===== src/rtl/fir_decim_buffer.sv =====
// Decimates the FIR output stream by DECIM and buffers kept samples in a small FIFO
// drained via valid/ready; define FIR_DECIM_AVG_EN to push the group mean instead.
module fir_decim_buffer #(
  parameter int DATA_W     = 16,
  parameter int DECIM      = 4,
  parameter int DEPTH_LOG2 = 3
) (
  input  logic                  clk,
  input  logic                  rst_n,
  input  logic                  clear,
  input  logic                  in_valid,
  input  logic [DATA_W-1:0]     in_data,
  output logic                  out_valid,
  output logic [DATA_W-1:0]     out_data,
  input  logic                  out_ready,
  output logic [DEPTH_LOG2:0]   fifo_count,
  output logic                  overflow
);

  localparam int PH_W  = $clog2(DECIM);
  localparam int DEPTH = 1 << DEPTH_LOG2;

  logic [PH_W-1:0]       phase;
  logic [DEPTH_LOG2-1:0] wr_ptr;
  logic [DEPTH_LOG2-1:0] rd_ptr;
  logic [DEPTH_LOG2:0]   count;
  logic                  overflow_q;
  logic [DATA_W-1:0]     mem [DEPTH];

  logic                  keep;
  logic                  full;
  logic                  pop;
  logic                  push;
  logic [DATA_W-1:0]     keep_data;

  assign keep = in_valid && (phase == PH_W'(DECIM - 1));
  assign full = (count == (DEPTH_LOG2 + 1)'(DEPTH));
  assign pop  = out_valid && out_ready;
  // A full FIFO still accepts a push when the head leaves in the same cycle.
  assign push = keep && (!full || pop);

`ifdef FIR_DECIM_AVG_EN
  localparam int ACC_W = DATA_W + PH_W;

  logic [ACC_W-1:0] acc;
  logic [ACC_W-1:0] acc_sum;

  function automatic logic [DATA_W-1:0] mean_trunc(input logic [ACC_W-1:0] sum);
    return DATA_W'(sum >> PH_W);
  endfunction

  assign acc_sum   = acc + ACC_W'(in_data);
  assign keep_data = mean_trunc(acc_sum);

  // Group accumulator restarts on every keep, including dropped groups.
  always_ff @(posedge clk or negedge rst_n) begin
    if (!rst_n) begin
      acc <= '0;
    end else if (clear) begin
      acc <= '0;
    end else if (in_valid) begin
      acc <= keep ? '0 : acc_sum;
    end
  end
`else
  assign keep_data = in_data;
`endif

  always_ff @(posedge clk or negedge rst_n) begin
    if (!rst_n) begin
      phase      <= '0;
      wr_ptr     <= '0;
      rd_ptr     <= '0;
      count      <= '0;
      overflow_q <= 1'b0;
    end else if (clear) begin
      phase      <= '0;
      wr_ptr     <= '0;
      rd_ptr     <= '0;
      count      <= '0;
      overflow_q <= 1'b0;
    end else begin
      if (in_valid) phase <= phase + PH_W'(1);
      if (push) wr_ptr <= wr_ptr + DEPTH_LOG2'(1);
      if (pop) rd_ptr <= rd_ptr + DEPTH_LOG2'(1);
      if (push && !pop) begin
        count <= count + (DEPTH_LOG2 + 1)'(1);
      end else if (pop && !push) begin
        count <= count - (DEPTH_LOG2 + 1)'(1);
      end
      if (keep && !push) overflow_q <= 1'b1;
    end
  end

  // Storage is zeroed on reset so the head reads 0 afterwards; clear leaves it intact.
  always_ff @(posedge clk or negedge rst_n) begin
    if (!rst_n) begin
      for (int i = 0; i < DEPTH; i++) mem[i] <= '0;
    end else if (push && !clear) begin
      mem[wr_ptr] <= keep_data;
    end
  end

  assign out_valid  = (count != '0);
  assign out_data   = mem[rd_ptr];
  assign fifo_count = count;
  assign overflow   = overflow_q;

endmodule


===== config.mk =====
export PLATFORM = sky130hd
export DESIGN_NAME = fir_decim_buffer
export DESIGN_NICKNAME = d
export VERILOG_FILES = /design/src/rtl/fir_decim_buffer.sv
export SDC_FILE = /design/constraint.sdc
export NUM_CORES = 1
export LEC_CHECK = 0
export BUFFER_PORTS_ARGS = -buffer_cell sky130_fd_sc_hd__buf_2
export CAP_MARGIN = 20
export CORE_ASPECT_RATIO = 0.6
export CORE_MARGIN = 4
export CORE_UTILIZATION = 45
export DETAILED_ROUTE_END_ITERATION = 6
export PLACE_DENSITY = 0.73
export SYNTH_ARGS = -nofsm -noshare
export SYNTH_HDL_FRONTEND = slang
export SYNTH_SLANG_ARGS = --single-unit

===== constraint.sdc =====
create_clock -name clk -period 7.5 [get_ports clk]
set_input_delay 2.25 -clock clk [delete_from_list [all_inputs] [get_ports clk]]
set_output_delay 2.25 -clock clk [all_outputs]
set_load 0.02 [all_outputs]

### After elaboration in Yosys (flattened, before gate mapping)

Cells that the tools add are included.
Widths: inputs -> output; s select.

* flip-flop bits (word level): 141
* input port bits: 21

* $add $sub $neg: 5
* order comparisons: 3
* equal/unequal tests: 2
* multiplexer cells: 17
* bitwise operators: 2
* reduce and logical (&&, ||, !) cells: 19

Operators with widths (number)
* $bwmux 128: 1
* $bmux 16 s3: 1
* $demux 16 s3: 1
* $mux 16: 3
* $mux 3: 4
* $mux 4: 3
* $ge 4x4->1 const B: 2
* $logic_and 1x1->1: 8
* $not 3->4: 2
* $reduce_bool 2->1: 4
* $add 3x1->3 const B: 2
* $add 4x1->4 const B: 1
* $eq 4x4->1 const B: 1
* $logic_not 1->1: 4
* $lt 4x1->1 const B: 1
* $mux 2: 2
* $reduce_bool 4->1: 1
* $sub 4x1->4 const B: 1
* $reduce_bool 3->1: 1
* $add 2x1->2 const B: 1
* $eq 2x2->1 const B: 1
* $mux 1: 2
* $logic_or 1x1->1: 1

### Depth between registers and ports, before layout

Gate-level depths: netlist of run 1.

* depth in word-level cells: 9
* mapped depth: 8

### Least setup slack after synthesis of run 1

No wires, ideal clock.

* kind: register to output
* from: register rd_ptr[0]
* to: output out_data[5]
* arrival: 1.762 ns
* required time: 5.250 ns
* slack: 3.488 ns
* stages on the path, launching flop included: 5
* cells stage by stage: dfrtp_1 > clkbuf_1 > buf_2 > mux4_2 > mux2_2

* cells in the longest elaborated chain, start to end: 4

RTL lines
* start, declared: RTL line 25 `logic [DEPTH_LOG2-1:0] rd_ptr;`
* start signal, assigned: RTL line 85 `if (pop) rd_ptr <= rd_ptr + DEPTH_LOG2'(1);`
* $not 3->4 (not written as such): RTL line 105 `assign out_data = mem[rd_ptr];`
* $bmux 16 s3: RTL line 105
* $mux 16 (not written as such) (2 in series): RTL line 105
* end, declared: RTL line 14 `output logic [DATA_W-1:0] out_data,`

Every way passes these cells. The select of a mux whose other input is x is not followed.

### Worst setup path in the final report of run 1

* from: register rd_ptr[0]
* to: output out_data[12]

The elaborated chain is that of the path after synthesis.

==> impl_metrics.tcl, run 1 <==
set metrics [dict create \
    status "completed" \
    skew_ns 0.00798 \
    final_cells 660 \
    port_buffers 42 \
    pwr-share-comb_pct 18.2 \
    place_ws_ns 3.14 \
    synth_edf_count 0 \
    async_flop_share_pct 100 \
    drc 0 \
    final_nets 482 \
    viasPerCell 5.53 \
    cts_num_sinks 141 \
    rsz0062_at_grt "false" \
    maxSlewViolCount 0 \
    synth_cells 416 \
    min_to "mem[87]" \
    cp_max_fo 26 \
    utilization_pct 53.5 \
    htreeDepth 4 \
    path_clk_slew_ns 0.05 \
    syn-num-nets 443 \
    power.share.switching_pct 28.3 \
    cts_resized 0 \
    drt-wirelength-per-cell_um 20.5 \
    timing.rr.start "fifo_count[0]" \
    synth_flop_cell "dfrtp_1" \
    grt-ovfl-total 0 \
    ys_warn_count 0 \
    grtUsageTotal_pct 17.9 \
    dr.pass1.iters 4 \
    leakage_nw 3.67 \
    synthTopCellsByCount "141 x dfrtp_1, 137 x mux2_2, 32 x mux4_2" \
    routed_wl_um 13500 \
    p_int_mw 1.41 \
    fillers 1144 \
    design_area_mm2 0.00749 \
    ant_nets 0 \
    grt_max_degree 79 \
    area_growth_syn_to_layout_pct 13.8 \
    yosysTopAreaCell "dfrtp_1" \
    synth.avg_cell_area_um2 15.8 \
    layout_setup_ws_ns 2.73 \
    worstMarginPinSlew_ns 0.956 \
    gp_congestion 0.742 \
    num_antenna_cells 0 \
    grt_use_met1_pct 25.1 \
    whs_path_depth 1 \
    clk_latency_ns 0.41 \
    synth-seq-area-share_pct 53.6 \
    die_h_um 102 \
    ys_types 42 \
    min_period_ns 4.77 \
    placedInstanceArea_mm2 0.00694 \
    critPathRequiredTime_ns 5.25 \
    worstSetupPathType "reg -> out" \
    setup_viol 0 \
    core_mm2 0.0140 \
    dp_hpwl_um 8460 \
    holdWs_ns 0.498 \
    cts_tree "done" \
    vias 3651 \
    max_freq_ghz 0.210 \
    first_global_vias 4023 \
    r2r_cells 7 \
    min-delay-start "mem[87]" \
    post_cts_buffers 0 \
    synth.cell_area_mm2 0.00658 \
    yosysTopAreaCellShare_pct 53.6 \
    powerDensity_mw_per_mm2 262 \
    worstPathArrival_ns 2.52 \
    ys_ff_latch 141 \
    layout_worst_path_cycle_share_pct 63.5 \
    die-area_mm2 0.0167 \
    pwr-share-seq_pct 42.6 \
    hold_violations 0 \
    drt_iter0_drc 168 \
    root_buffer "clkbuf_16" \
    yosysMostFrequentCell "dfrtp_1" \
    synth.area.top_cells "dfrtp_1 54%, mux2_2 23%, mux4_2 11%" \
    power_switching_mw 0.556 \
    met2_usage_pct 27.6 \
    grt_pass1_wl_um 22500 \
    drv_cap 0 \
    io_pins 43 \
    antenna_found_initial 0 \
    cp-start-kind "register" \
    clock_path_buffers 2 \
    num_rows 33 \
    busiest_layer "met2" \
    dieWidth_um 164 \
    grt_util_met3_pct 4.51 \
    r2r_slack_ns 5.08 \
    cts_hold_repair.buffers 0 \
    layout-drive-gt1-share_pct 57.1 \
    tns_ns 0 \
    ir_drop_uv 149 \
    numCtsBuffers 17 \
    power_mw 1.97 \
    worstReg2RegEnd "fifo_count[3]" \
    hold_path.class "reg -> reg" \
    dp_cells 628 \
    pwr-share-clk_pct 39.2 \
    start_util_pct 47.0 \
    maxSlewHeadroom_pct 36.3 \
    endpoint_kind "output port" \
]
==> registers in the layout, summed over array words and instances (netlist names) <==
register,count
wr_ptr,3
rd_ptr,3
fifo_count,4
mem,128
overflow,1
phase,2
==> cells in the final DEF (no fill, tap or decap), types with 2 or more instances in the layout <==
| cell type | n |
|---|---|
| mux4_2 | 32 |
| nand3_1 | 3 |
| a21oi_1 | 3 |
| clkinv_4 | 2 |
| nor2_1 | 11 |
| clkinvlp_4 | 3 |
| xor2_1 | 3 |
| a211oi_1 | 2 |
| nand3_2 | 3 |
| clkbuf_16 | 17 |
| buf_2 | 41 |
| ha_1 | 5 |
| a31oi_1 | 2 |
| dfrtp_1 | 140 |
| nor3b_1 | 2 |
| mux2_2 | 137 |
| mux2i_1 | 2 |
| mux2_4 | 10 |
| clkinv_2 | 5 |
| buf_4 | 4 |
| xnor2_1 | 3 |
| inv_1 | 4 |
| clkbuf_8 | 4 |
| nand2_1 | 7 |
==> cell type report <==
type / instances / area [um^2] / share of cell area, %
clock inverters: 10 / 65.1 / 0.868
repair buffers: 46 / 246 / 3.29
well taps: 192 / 240 / 3.21
multi-input cells: 245 / 2910 / 38.9
inverters: 4 / 15.0 / 0.200
flip-flops and latches: 141 / 3530 / 47.1
clock buffers: 22 / 484 / 6.46
==> worst max-delay path, cell delays in order (launching register included) <==
cell and delay, ns:
dfrtp_2 0.52, buf_4 0.52, mux4_2 0.61, mux2_2 0.29, buf_2 0.16
==> routing by layer <==
layer | part of all wire (%) | vias to the layer above
met5 | 0 | -
met4 | 0.60 | 0
met1 | 47 | 1941
met2 | 48 | 74
met3 | 4.3 | 8
li1 | - | 1628
==> how the worst max path moves through the flow <==
stage | startpoint | endpoint | slack [ns]
5_1_grt | rd_ptr[0] | out_data[12] | 2.55
3_3_place_gp | rd_ptr[0] | out_data[12] | 3.13
6_report | rd_ptr[0] | out_data[12] | 2.73
2_1_floorplan | rd_ptr[0] | out_data[5] | 3.49
3_5_place_dp | rd_ptr[0] | out_data[12] | 3.14
4_1_cts | rd_ptr[0] | out_data[12] | 2.68
==> kinds of logic (layout without fill, tap and decap cells) <==
logic type,Yosys count,in the layout,synth area share [%]
mux,181,181,37.0
flops,141,141,53.6
simple gates,36,36,3.21
buf+inv,30,82,2.19
compound gates,16,16,2.00
fa+ha+maj,6,6,1.25
xor+xnor,6,6,0.798
==> power by group through the flow <==
stage | Combinational [mW] | Sequential, mW | Clock, mW
2_1_floorplan | 0.272 | 0.834 | 0
3_3_place_gp | 0.353 | 0.847 | 0
3_5_place_dp | 0.361 | 0.849 | 0
4_1_cts | 0.363 | 0.836 | 0.785
5_1_grt | 0.391 | 0.842 | 0.823
6_report | 0.358 | 0.837 | 0.771
Note: power is estimated with default switching activity, not from simulation.
==> run 2, diff against run 1 <==
==> constraint.sdc (replaced) <==
create_clock -name clk -period 4.9 [get_ports clk]
set_input_delay 1.47 -clock clk [delete_from_list [all_inputs] [get_ports clk]]
set_output_delay 1.47 -clock clk [all_outputs]
set_load 0.02 [all_outputs]
==> run 2 against run 1 <==
Net effect: via count rose by 0.66%; routed wire length fell by 3.0%; setup slack got worse by 1.8 ns; largest cell class unchanged; clock skew rose by 0.0065 ns; critical endpoint is now out_data[5]; core utilization rose by 0.60 points.
==> impl_metrics.tcl, run 2 (synthesis results as in run 1) <==
set metrics [dict create \
    status "completed" \
    htreeDepth 4 \
    dieWidth_um 164 \
    grt_pass1_wl_um 21800 \
    numCtsBuffers 17 \
    num_antenna_cells 0 \
    io_pins 43 \
    max_freq_ghz 0.253 \
    mostFrequentLayoutCells "140 x dfrtp_1, 137 x mux2_2, 41 x buf_2" \
    start_util_pct 47.0 \
    powerDensity_mw_per_mm2 417 \
    antenna_found_initial 0 \
    drc 0 \
    gp_congestion 0.759 \
    worstSetupPathType "reg -> out" \
    rsz0062_at_grt "false" \
    clock_path_buffers 2 \
    die-area_mm2 0.0167 \
    critPathRequiredTime_ns 3.43 \
    dp_hpwl_um 8300 \
    leakage_nw 3.71 \
    tns_ns 0 \
    min_period_ns 3.96 \
    ir_drop_uv 229 \
    layout_worst_path_cycle_share_pct 80.7 \
    hold_violations 0 \
    routed_wl_um 13100 \
    cp-start-kind "register" \
    cp_max_fo 14 \
    skew_ns 0.0145 \
    num_rows 33 \
    setup_viol 0 \
    post_cts_buffers 0 \
    viasPerCell 5.55 \
    grtUsageTotal_pct 17.2 \
    fillers 1109 \
    die_h_um 102 \
    drt_iter0_drc 231 \
    grt_max_degree 84 \
    regMostFlops "mem" \
    endpoint_kind "output port" \
    largest_register_ffs 128 \
    grt-ovfl-total 0 \
    drt-wirelength-per-cell_um 19.8 \
    final_nets 484 \
    cts_hold_repair.buffers 0 \
    area_growth_syn_to_layout_pct 15.1 \
    hold_path.class "reg -> reg" \
    power_mw 3.16 \
    first_global_vias 3977 \
    cts_resized 0 \
    port_buffers 42 \
    root_buffer "clkbuf_16" \
    dr.pass1.iters 4 \
    cts_num_sinks 141 \
    maxSlewHeadroom_pct 35.4 \
    path_clk_slew_ns 0.06 \
    cts_tree "done" \
    worstPathArrival_ns 2.49 \
    layout-drive-gt1-share_pct 57.4 \
    worstMarginPinSlew_ns 0.967 \
    clk_latency_ns 0.42 \
    vias 3675 \
    drv_cap 0 \
    final_common_cell "dfrtp_1" \
    maxSlewViolCount 0 \
    core_mm2 0.0140 \
    ant_nets 0 \
]
-- run 2: cell count changes in the layout (fill, tap and decap cells not counted) --
cell	previous run	this run
clkbuf_1	1	0
inv_6	0	1
clkinv_4	2	3
clkinvlp_4	3	4
buf_4	4	6
clkinv_2	5	2
clkbuf_8	4	2
bufinv_16	0	3
-- run 2: worst max-delay path, cell delays in order (launching register included) --
cell	delay, ns
dfrtp_2	0.67
buf_4	0.38
mux4_2	0.56
mux2_2	0.29
buf_2	0.16
-- run 2: per-stage QoR --
| stage | util [%] | hold WS (ns) | instances | setup slack, ns | instance area [um^2] |
|---|---|---|---|---|---|
| 2_1_floorplan | - | 0.474 | 416 | 1.67 | 6580 |
| 3_3_place_gp | 49.7 | 0.482 | 630 | 1.38 | 6960 |
| 3_5_place_dp | 49.7 | 0.488 | 630 | 1.36 | 6960 |
| 4_1_cts | 54.1 | 0.501 | 662 | 0.914 | 7580 |
| 5_1_grt | 54.1 | 0.508 | 662 | 0.790 | 7580 |
| 6_report | 54.1 | 0.497 | 662 | 0.944 | 7580 |
-- run 2: layer usage --
metal	part of all wire [%]	routed length, um	track usage (%)	up-vias
met5	0	0	0	-
met4	0.95	125	4.64	0
met3	3.2	424	4.35	13
met2	47	6150	26.9	54
met1	49	6400	24.3	1961
li1	-	-	-	1647
-- run 2: cell type report --
| class | instances | area (um^2) | area share [%] |
|---|---|---|---|
| well taps | 192 | 240 | 3.17 |
| multi-input cells | 245 | 2910 | 38.4 |
| clock inverters | 13 | 165 | 2.18 |
| flip-flops and latches | 141 | 3530 | 46.6 |
| repair buffers | 48 | 262 | 3.45 |
| clock buffers | 19 | 453 | 5.98 |
| inverters | 4 | 15.0 | 0.198 |
-- run 2: path summary, 6_finish.rpt --
check                          start             to  slack [ns]  cells past startpoint
max reg2reg                 phase[0]        mem[12]        2.43                      6
max in group asynchronous      rst_n        mem[94]        2.88                      2
max                        rd_ptr[0]    out_data[5]        0.94                      4
min reg2reg                  mem[68]        mem[68]        0.50                      1
min                          mem[68]        mem[68]        0.50                      1
min in group asynchronous      rst_n  fifo_count[3]        1.08                      1
-- run 2: report_power, final --
group          leakage (nW)  internal (mW)  switching (mW)
Clock                 0.292          0.829           0.504
Sequential             1.95           1.21          0.0786
Combinational          1.46          0.252           0.283
